===== src/rtl/range_decoder_front_pkg.sv =====
// Shared definitions for the range decoder front end: FSM state encoding,
// fixed model constants and the symbol-frequency sanity check.
package range_decoder_front_pkg;

  typedef enum logic [2:0] {
    IDLE   = 3'd0,
    INIT   = 3'd1,
    DIVIDE = 3'd2,
    LOOKUP = 3'd3,
    UPDATE = 3'd4,
    RENORM = 3'd5,
    ERROR  = 3'd6
  } state_t;

  // Total frequency of the probability model, needs 17 bits to hold.
  localparam logic [16:0] TOTAL_FREQ    = 17'h1_0000;
  localparam logic [31:0] RENORM_THRESH = 32'h0100_0000;
  localparam int          INIT_BYTES    = 4;
  localparam int          DIV_STEPS     = 16;

  // A symbol is unusable if it has no width or runs past the top of the model.
  function automatic logic freq_bad(input logic [15:0] low, input logic [15:0] freq);
    logic [16:0] top;
    top = {1'b0, low} + {1'b0, freq};
    return (freq == 16'h0000) || (top > TOTAL_FREQ);
  endfunction

endpackage


===== src/rtl/range_decoder_front_div16.sv =====
// range_div16: restoring divider, 32-bit dividend by 16-bit divisor giving a
// 16-bit quotient. The caller guarantees dividend < divisor<<16, so the
// partial remainder always fits in 16 bits. The first quotient bit is
// produced on the start edge; done is high in the cycle whose edge produces
// the last bit, and quotient then carries the complete result, giving a
// fixed 16-cycle latency from start to a registered result in the caller.
module range_div16
  import range_decoder_front_pkg::*;
(
  input  logic        clk,
  input  logic        reset_n,
  input  logic        start,
  input  logic [31:0] dividend,
  input  logic [15:0] divisor,
  output logic        done,
  output logic [15:0] quotient
);

  localparam logic [4:0] LAST_COUNT = 5'(DIV_STEPS - 1);

  logic [15:0] rem_q;
  logic [15:0] low_q;
  logic [14:0] quo_q;
  logic [15:0] div_q;
  logic [4:0]  count_q;
  logic        active_q;

  logic [15:0] src_rem;
  logic [15:0] src_low;
  logic [14:0] src_quo;
  logic [15:0] src_div;
  logic [16:0] trial;
  logic        take;
  logic [15:0] next_rem;

  // One restoring step, fed from the operands on start or from the registers.
  always_comb begin
    src_rem  = start ? dividend[31:16] : rem_q;
    src_low  = start ? dividend[15:0]  : low_q;
    src_quo  = start ? 15'h0000        : quo_q;
    src_div  = start ? divisor         : div_q;
    trial    = {src_rem, src_low[15]};
    take     = (trial >= {1'b0, src_div});
    next_rem = take ? (trial[15:0] - src_div) : trial[15:0];
    quotient = {src_quo, take};
    done     = active_q && (count_q == 5'd1);
  end

  // Iteration registers; a start while running restarts the division.
  always_ff @(posedge clk or negedge reset_n) begin
    if (!reset_n) begin
      rem_q    <= '0;
      low_q    <= '0;
      quo_q    <= '0;
      div_q    <= '0;
      count_q  <= '0;
      active_q <= 1'b0;
    end else if (start) begin
      rem_q    <= next_rem;
      low_q    <= {src_low[14:0], 1'b0};
      quo_q    <= quotient[14:0];
      div_q    <= divisor;
      count_q  <= LAST_COUNT;
      active_q <= 1'b1;
    end else if (active_q) begin
      rem_q   <= next_rem;
      low_q   <= {src_low[14:0], 1'b0};
      quo_q   <= quotient[14:0];
      count_q <= count_q - 5'd1;
      if (count_q == 5'd1) begin
        active_q <= 1'b0;
      end
    end
  end

endmodule


===== src/rtl/range_decoder_front.sv =====
// range_decoder_front: front end of a range decoder with a fixed total
// frequency of 65536. Loads four code bytes, divides the code offset by the
// scaled range, asks an external table for the symbol, narrows the interval
// and renormalises byte by byte.
// Optional feature: define RANGE_DEC_STATS_EN to add a saturating 32-bit
// symbol_count output.
module range_decoder_front
  import range_decoder_front_pkg::*;
(
  input  logic        clk,
  input  logic        reset_n,
  input  logic        start,
  input  logic [7:0]  byte_in,
  input  logic        byte_valid,
  output logic        byte_ready,
  output logic [15:0] decoded_range,
  output logic        lookup_en,
  input  logic        lookup_valid,
  input  logic        lookup_error,
  input  logic [15:0] cum_low,
  input  logic [15:0] cum_freq,
  output logic        symbol_done,
  output logic        busy,
  output logic        dec_error
`ifdef RANGE_DEC_STATS_EN
  ,
  output logic [31:0] symbol_count
`endif
);

  state_t      state_q;
  logic [31:0] value_q;
  logic [31:0] range_q;
  logic [1:0]  byte_cnt_q;
  logic [15:0] cum_low_q;
  logic [15:0] cum_freq_q;
  logic [15:0] decoded_range_q;
  logic        div_run_q;
  logic        lookup_en_q;

  logic [15:0] r;
  logic        take_start;
  logic        accept;
  logic        div_overflow;
  logic        div_start;
  logic        div_done;
  logic [15:0] div_quotient;
  logic        upd_bad;
  logic [31:0] prod_low;
  logic [31:0] prod_freq;

  assign r            = range_q[31:16];
  assign take_start   = start && ((state_q == IDLE) || (state_q == ERROR));
  assign accept       = byte_valid && byte_ready;
  assign div_overflow = (value_q >= {r, 16'h0000});
  assign div_start    = (state_q == DIVIDE) && !div_run_q && !div_overflow;
  assign upd_bad      = freq_bad(cum_low_q, cum_freq_q);
  assign prod_low     = {16'h0000, r} * {16'h0000, cum_low_q};
  assign prod_freq    = {16'h0000, r} * {16'h0000, cum_freq_q};

  assign byte_ready    = (state_q == INIT) || ((state_q == RENORM) && (range_q < RENORM_THRESH));
  assign symbol_done   = (state_q == UPDATE) && !upd_bad;
  assign busy          = (state_q != IDLE);
  assign dec_error     = (state_q == ERROR);
  assign lookup_en     = lookup_en_q;
  assign decoded_range = decoded_range_q;

  range_div16 u_div (
    .clk      (clk),
    .reset_n  (reset_n),
    .start    (div_start),
    .dividend (value_q),
    .divisor  (r),
    .done     (div_done),
    .quotient (div_quotient)
  );

  // Main decode sequence: code load, divide, table lookup, narrow, renormalise.
  always_ff @(posedge clk or negedge reset_n) begin
    if (!reset_n) begin
      state_q         <= IDLE;
      value_q         <= '0;
      range_q         <= '0;
      byte_cnt_q      <= '0;
      cum_low_q       <= '0;
      cum_freq_q      <= '0;
      decoded_range_q <= '0;
      div_run_q       <= 1'b0;
      lookup_en_q     <= 1'b0;
    end else begin
      lookup_en_q <= 1'b0;
      if (take_start) begin
        state_q    <= INIT;
        range_q    <= 32'hFFFF_FFFF;
        value_q    <= '0;
        byte_cnt_q <= '0;
        div_run_q  <= 1'b0;
      end else begin
        case (state_q)
          INIT: begin
            if (accept) begin
              value_q    <= {value_q[23:0], byte_in};
              byte_cnt_q <= byte_cnt_q + 2'd1;
              if (byte_cnt_q == 2'(INIT_BYTES - 1)) begin
                state_q <= DIVIDE;
              end
            end
          end
          DIVIDE: begin
            if (!div_run_q) begin
              if (div_overflow) begin
                state_q <= ERROR;
              end else begin
                div_run_q <= 1'b1;
              end
            end else if (div_done) begin
              decoded_range_q <= div_quotient;
              div_run_q       <= 1'b0;
              lookup_en_q     <= 1'b1;
              state_q         <= LOOKUP;
            end
          end
          LOOKUP: begin
            if (lookup_error) begin
              state_q <= ERROR;
            end else if (lookup_valid) begin
              cum_low_q  <= cum_low;
              cum_freq_q <= cum_freq;
              state_q    <= UPDATE;
            end
          end
          UPDATE: begin
            if (upd_bad) begin
              state_q <= ERROR;
            end else begin
              value_q <= value_q - prod_low;
              range_q <= prod_freq;
              state_q <= RENORM;
            end
          end
          RENORM: begin
            if (range_q >= RENORM_THRESH) begin
              state_q <= DIVIDE;
            end else if (accept) begin
              range_q <= {range_q[23:0], 8'h00};
              value_q <= {value_q[23:0], byte_in};
            end
          end
          IDLE, ERROR: begin
            state_q <= state_q;
          end
          default: begin
            state_q <= IDLE;
          end
        endcase
      end
    end
  end

`ifdef RANGE_DEC_STATS_EN
  // Saturating count of symbols decoded since the last start.
  always_ff @(posedge clk or negedge reset_n) begin
    if (!reset_n) begin
      symbol_count <= '0;
    end else if (take_start) begin
      symbol_count <= '0;
    end else if (symbol_done && (symbol_count != 32'hFFFF_FFFF)) begin
      symbol_count <= symbol_count + 32'd1;
    end
  end
`endif

endmodule

===== config.mk =====
export PLATFORM = sky130hd
export DESIGN_NAME = range_decoder_front
export DESIGN_NICKNAME = d
export VERILOG_FILES = /design/src/rtl/range_decoder_front_pkg.sv /design/src/rtl/range_decoder_front_div16.sv /design/src/rtl/range_decoder_front.sv
export SDC_FILE = /design/constraint.sdc
export NUM_CORES = 2
export LEC_CHECK = 0
export BUFFER_PORTS_ARGS = -buffer_cell sky130_fd_sc_hd__buf_2
export CAP_MARGIN = 20
export CORE_AREA = 5 5 289 291
export CTS_CLUSTER_SIZE = 10
export DETAILED_ROUTE_END_ITERATION = 16
export DIE_AREA = 0 0 294 296
export PLACE_DENSITY = 0.57
export SKIP_CTS_REPAIR_TIMING = 1
export SKIP_LAST_GASP = 1
export SLEW_MARGIN = 20
export SYNTH_ARGS = -nofsm -noshare
export SYNTH_HDL_FRONTEND = slang
export SYNTH_HIERARCHICAL = 1
export SYNTH_SLANG_ARGS = --single-unit

===== constraint.sdc =====
create_clock -name clk -period 18.5 [get_ports clk]
set_clock_uncertainty 0.2 [all_clocks]
set_input_delay 0.925 -clock clk [delete_from_list [all_inputs] [get_ports clk]]
set_output_delay 0.925 -clock clk [all_outputs]
set_load 0.05 [all_outputs]

Word level (Yosys, flattened, before mapping)
Cells that the tools add are included.
{"block": "classes", "n_bitwise": 2, "n_mul": 2, "magnitude_cmp": 5, "n_mux": 49, "n_reduce_logical": 29, "n_eq_ne": 18, "n_addsub": 5}
{"cell": "two-way mux 32 bit", "n": 8}
{"cell": "two-way mux 16 bit", "n": 8}
{"cell": "case mux 32 bit (3 select lines)", "n": 1}
{"cell": "multiplier 16 x 16 -> 32 bit", "n": 2}
{"cell": "case mux 32 bit (2 select lines)", "n": 1}
{"cell": "two-way mux 15 bit", "n": 3}
{"cell": "greater-or-equal comparator 32 x 25 -> 1 bit (second input constant)", "n": 1}
{"cell": "greater-or-equal comparator 32 bit", "n": 1}
{"cell": "less-than comparator 32 x 25 -> 1 bit (second input constant)", "n": 1}
{"cell": "subtractor 32 bit", "n": 1}
{"cell": "two-way mux 3 bit", "n": 9}
{"cell": "case mux 3 bit (6 select lines)", "n": 1}
{"cell": "adder 16 x 16 -> 17 bit", "n": 1}
{"cell": "greater-or-equal comparator 17 x 16 -> 1 bit", "n": 1}
{"cell": "greater-than comparator 17 bit (second input constant)", "n": 1}
{"cell": "zero test 16 bit", "n": 1}
{"cell": "subtractor 16 bit", "n": 1}
{"cell": "two-way mux 1 bit", "n": 12}
{"cell": "inequality test 3 bit (second input constant)", "n": 4}
{"cell": "inequality test 4 bit (second input constant)", "n": 3}
{"cell": "AND reduction 4 bit", "n": 3}
{"cell": "two-way mux 5 bit", "n": 2}
{"cell": "== test 3 bit (second input constant)", "n": 3}
{"cell": "two-way mux 2 bit", "n": 4}
{"cell": "other kinds (20)", "n": 37}
{"block": "totals", "in_bits": 46, "reg_bits": 188, "out_inout_bits": 21, "word_cells": 125}

Depth between registers and ports, before layout
{"block": "depth", "ltp_word": 8, "depth_mapped": 25, "depth_no_buf": 23}

Modules after synthesis
Netlist, hierarchy kept.
{"mod": "range_decoder_front", "instances": 1, "area_each_um2": 24644.9, "seq_area_each_um2": 2977.9, "cells_each": 2758}
{"mod": "range_div16", "instances": 1, "area_each_um2": 4033.9, "seq_area_each_um2": 1701.6, "cells_each": 401}

Least setup slack after synthesis
OpenSTA, ideal clock, no wires.
{"block": "synth_path", "kind": "flip-flop to flip-flop", "start": "register cum_freq_q[7]", "end": "register range_q[25]", "path_stages_with_launch": 25, "path_slack_ns": 12.084, "arrival_ns": 6.088, "n_path_buf": 2, "setup_time_ns": 0.129, "period_less_slack_ns": 6.416, "required_ns": 18.171, "cell_sequence": "dfrtp_1 clkbuf_1 clkbuf_1 nand2_1 fa_1 inv_1 fa_1 inv_1 fa_1 inv_1 fa_1 fa_1 inv_1 fa_1 inv_1 ha_1 a21oi_1 o21ai_0 a31o_2 o31ai_1 a21boi_0 o21a_1 o31a_1 a221oi_1 a21oi_1"}
{"block": "synth_between", "elab_chain_len": 5, "word_cells_on_any_way": 10, "cone_classes": "add/sub: 1; mul: 1; order compare: 1; eq/ne: 1; mux: 3; reduce/logical: 3"}
{"element": "start, declared", "line_no": "range_decoder_front.sv:36", "source": "logic [15:0] cum_freq_q;"}
{"element": "start signal, assigned", "line_no": "range_decoder_front.sv:128", "source": "cum_freq_q <= cum_freq;"}
{"element": "parallel branches: the longest is 5 deep, another holds multiplier 16 x 16 -> 32 bit"}
{"element": "end signal, assigned", "line_no": "range_decoder_front.sv:137", "source": "range_q <= prod_freq;"}
{"element": "end signal, assigned", "line_no": "range_decoder_front.sv:145", "source": "range_q <= {range_q[23:0], 8'h00};"}
{"element": "end, declared", "line_no": "range_decoder_front.sv:33", "source": "logic [31:0] range_q;"}
Several ways; the timed one is not identified. The select of a mux whose other input is x is not followed.
A chain may end at the register's enable or synchronous reset.

Worst setup path after layout
{"block": "layout_path", "start": "register range_q[24]", "end": "register value_q[31]"}
{"block": "layout_between", "elab_chain_len": 8, "word_cells_on_any_way": 14, "cone_classes": "add/sub: 1; mul: 1; order compare: 2; eq/ne: 1; mux: 5; reduce/logical: 4"}
{"element": "parallel branches: the longest is 8 deep, another holds multiplier 16 x 16 -> 32 bit"}
{"element": "end signal, assigned", "line_no": "range_decoder_front.sv:102", "source": "value_q <= {value_q[23:0], byte_in};"}
{"element": "end signal, assigned", "line_no": "range_decoder_front.sv:136", "source": "value_q <= value_q - prod_low;"}
{"element": "end signal, assigned", "line_no": "range_decoder_front.sv:146", "source": "value_q <= {value_q[23:0], byte_in};"}
{"element": "end, declared", "line_no": "range_decoder_front.sv:32", "source": "logic [31:0] value_q;"}
Several ways; the timed one is not identified. The select of a mux whose other input is x is not followed.

==> impl_results.md <==
* Starting Density at 35.7%
* H-tree levels at 4
* Routed wire per std cell at 18.7 um
* Die height at 296 um
* Slew Viols, Final at 0
* Final Hold Fails at 0
* Top achievable clock speed at 0.129 GHz
* Cell variety after synth at 93
* CP arrival at 7950 ps
* Avg Vias per Cell at 5.08
* CP Launch Type: flip-flop
* CP Launch Point: range_q[24]
* Root Driver: clkbuf_16
* Vias in the first global route at 22300
* Worst slew pin tran at 1020 ps
* DIE WIDTH at 294 um
* # rows at 104
* CORE AREA at 80300 um2
* Drt initial violations at 1321
* Clk_lat worst skew at 520 ps
* Hold WC Path Type: in2async
* Final worst path period share at 41.9%
* Cell taking the most area after synthesis: fa_1
* Setup violators final at 0
* Port Buffers at 66
* WL met3 at 4.38 mm
* Nets at 3843
* Full die area at 87000 um2
* Metal2 WL at 35.1 mm
* Post-synth EDFFs at 0
* Synth area leaders: fa_1, dfrtp_1, ha_1
* Post-synthesis register bit count at 187
* Routed Antenna Nets at 0
* Post-synthesis area per instance at 9.08 um2
* Critical path type: reg2reg
* Sequential area share after synthesis at 16.3%
* Synth Net Count at 3883
* Synth Flop Type: dfrtp_1
* DRC Markers at 0
* Share of layout cells above drive strength 1 at 8.11%
* Synth-to-layout area growth at 6.63%
* Crit Path Max Fanout at 22
* Synthesized cell area at 28700 um2
* Cts bufs inserted at 17
* Initial antenna violation count at 2
* FFs w/ async S/R, synth at 100%
* Final Wtd Congestion at 0.873
* Max-cap violations at 0
* DRT Wirelength at 78.6 mm
* Top Layer Used: met5
* M1 WL at 37.3 mm
* Yosys warning count at 6
* Share of the synthesized area in the top cell type at 29.5%
* CTS clk-pin slew, worst paths at 100 ps
* Clock tree from TritonCTS: built
* Largest net degree at the start of global routing at 71
* Max Root-Sink Buffers at 2
* Congestion Overflow GR at 0
* RSZ-0062 raised after global routing: no
* CP required at 18700 ps
* Final HPWL DP at 58.7 mm
* Crit path time final at 7750 ps
* Cells after synthesis at 3159
* Tot GR Track Use at 18.6%
* I/O pin cnt at 67
* Crit end category: flip-flop
* Reg2Reg Launch Point: range_q[24]
* Clk sinks at 187
* Slew HR at 31.9%
* Vias at 21300
* Outcome: completed
* First-pass DRT Iterations at 5
* Setup TNS at 0 ps
* First-pass GRT wire length at 128 mm
## logic make-up after synthesis
kind of cell | count (synthesis) | share of synthesized area [%]
buffers and inverters | 719 | 9.68
AND/OR/NAND/NOR | 932 | 16.0
adder cells (fa/ha/maj) | 678 | 40.7
AO/OA/AOI/OAI | 435 | 10.0
XOR/XNOR | 74 | 2.26
flip-flops | 187 | 16.3
multiplexers | 134 | 5.05
## worst max-delay path: stages (launching register included)
cell and delay (ps):
dfrtp_1 840, buf_4 470, inv_1 270, nor2_1 220
fa_1 440, fa_1 550, ha_1 140, inv_1 50
fa_1 460, fa_1 560, inv_1 60, fa_1 480
inv_1 50, ha_1 380, a221oi_1 300, nand2_1 80
nor4_1 410, nor2_1 260, a311oi_1 690, o21ai_0 240
xnor2_1 170, o21ai_0 90, a22o_1 210
## Yosys cell counts (18+ instances only)
| cell | n |
|---|---|
| a21o_1 | 33 |
| mux2i_1 | 49 |
| nor2b_1 | 30 |
| inv_1 | 563 |
| ha_1 | 255 |
| nand4_1 | 20 |
| a31oi_1 | 27 |
| fa_1 | 423 |
| nand2b_1 | 23 |
| mux2_2 | 80 |
| nand3_1 | 23 |
| o21ai_0 | 94 |
| nor2_1 | 118 |
| clkbuf_1 | 128 |
| nand2_1 | 385 |
| and2_1 | 244 |
| xnor2_1 | 52 |
| dfrtp_1 | 187 |
| nor3_1 | 18 |
| xor2_1 | 22 |
| a21oi_1 | 134 |
## metal layers
metal,track usage [%],vias to the layer above
met4,4.84,4
met3,3.39,80
met1,26.6,10800
met5,1.19,-
li1,-,9936
met2,29.2,508
## cells in the final DEF (no fill, tap or decap), types with 7 or more instances in the layout
cell,count
xor2_1,22
buf_4,30
xnor2_1,52
a22o_1,8
o21ai_0,94
nor2b_1,29
clkbuf_16,17
nand3_1,23
a21o_1,33
nand4_1,20
a21oi_1,134
or3_1,8
buf_2,65
o211ai_1,13
dfrtp_1,186
inv_1,563
a311oi_1,8
a41oi_1,7
a31oi_1,27
fa_1,423
o21bai_1,8
nor2_1,117
nor4_1,12
mux2i_1,49
o21a_1,13
and2_1,244
mux2_2,80
ha_1,255
and3_1,11
nand2_1,385
nor3_1,17
nand2b_1,22
## stage by stage
stage / std cells / area (um2) / utilization [%] / setup slack [ps] / hold WS [ps]
final: 4194 / 30600 / 38.1 / 10750 / 207
after global routing: 4192 / 30600 / 38.1 / 10270 / 230
after CTS: 4192 / 30600 / 38.1 / 10810 / 209
after detailed placement: 4160 / 29900 / 37.3 / 10860 / 271
after global placement: 4160 / 29900 / 37.3 / 10950 / 266
after floorplan: 3159 / 28700 / - / 12080 / 246
## sequential cells by signal (all words and copies together), names as in the netlist
name and flops:
u_div/quo_q 15, cum_freq_q 16, byte_cnt_q 2, range_q 32, u_div/count_q 5, cum_low_q 16
u_div/div_q 16, u_div/rem_q 16, decoded_range 16, u_div/active_q 1, state_q 3, lookup_en 1
u_div/low_q 15, div_run_q 1, value_q 32
## layout make-up
type / instances / area (um2)
tap: 1060 / 1330
clock buffer: 17 / 425
fill: 8169 / 49700
clock inverter: 15 / 204
timing repair buffer: 96 / 564
multi-input combinational: 2253 / 21300
sequential: 187 / 4680
inverter: 564 / 2120
antenna: 2 / 5.00
## path summary, 6_finish.rpt
| kind | endpoint | slack (ps) | depth (start not counted) |
|---|---|---|---|
| min | decoded_range[11] | 210 | 1 |
| max reg2reg | value_q[31] | 10750 | 22 |
| min in group clk | u_div/rem_q[14] | 290 | 2 |
| min reg2reg | u_div/rem_q[14] | 290 | 2 |
| max in group asynchronous | range_q[15] | 16440 | 2 |
| max | value_q[31] | 10750 | 22 |
Power is not shown: default switching activity piles up to over one toggle a cycle in this logic, so the estimate is an artifact.
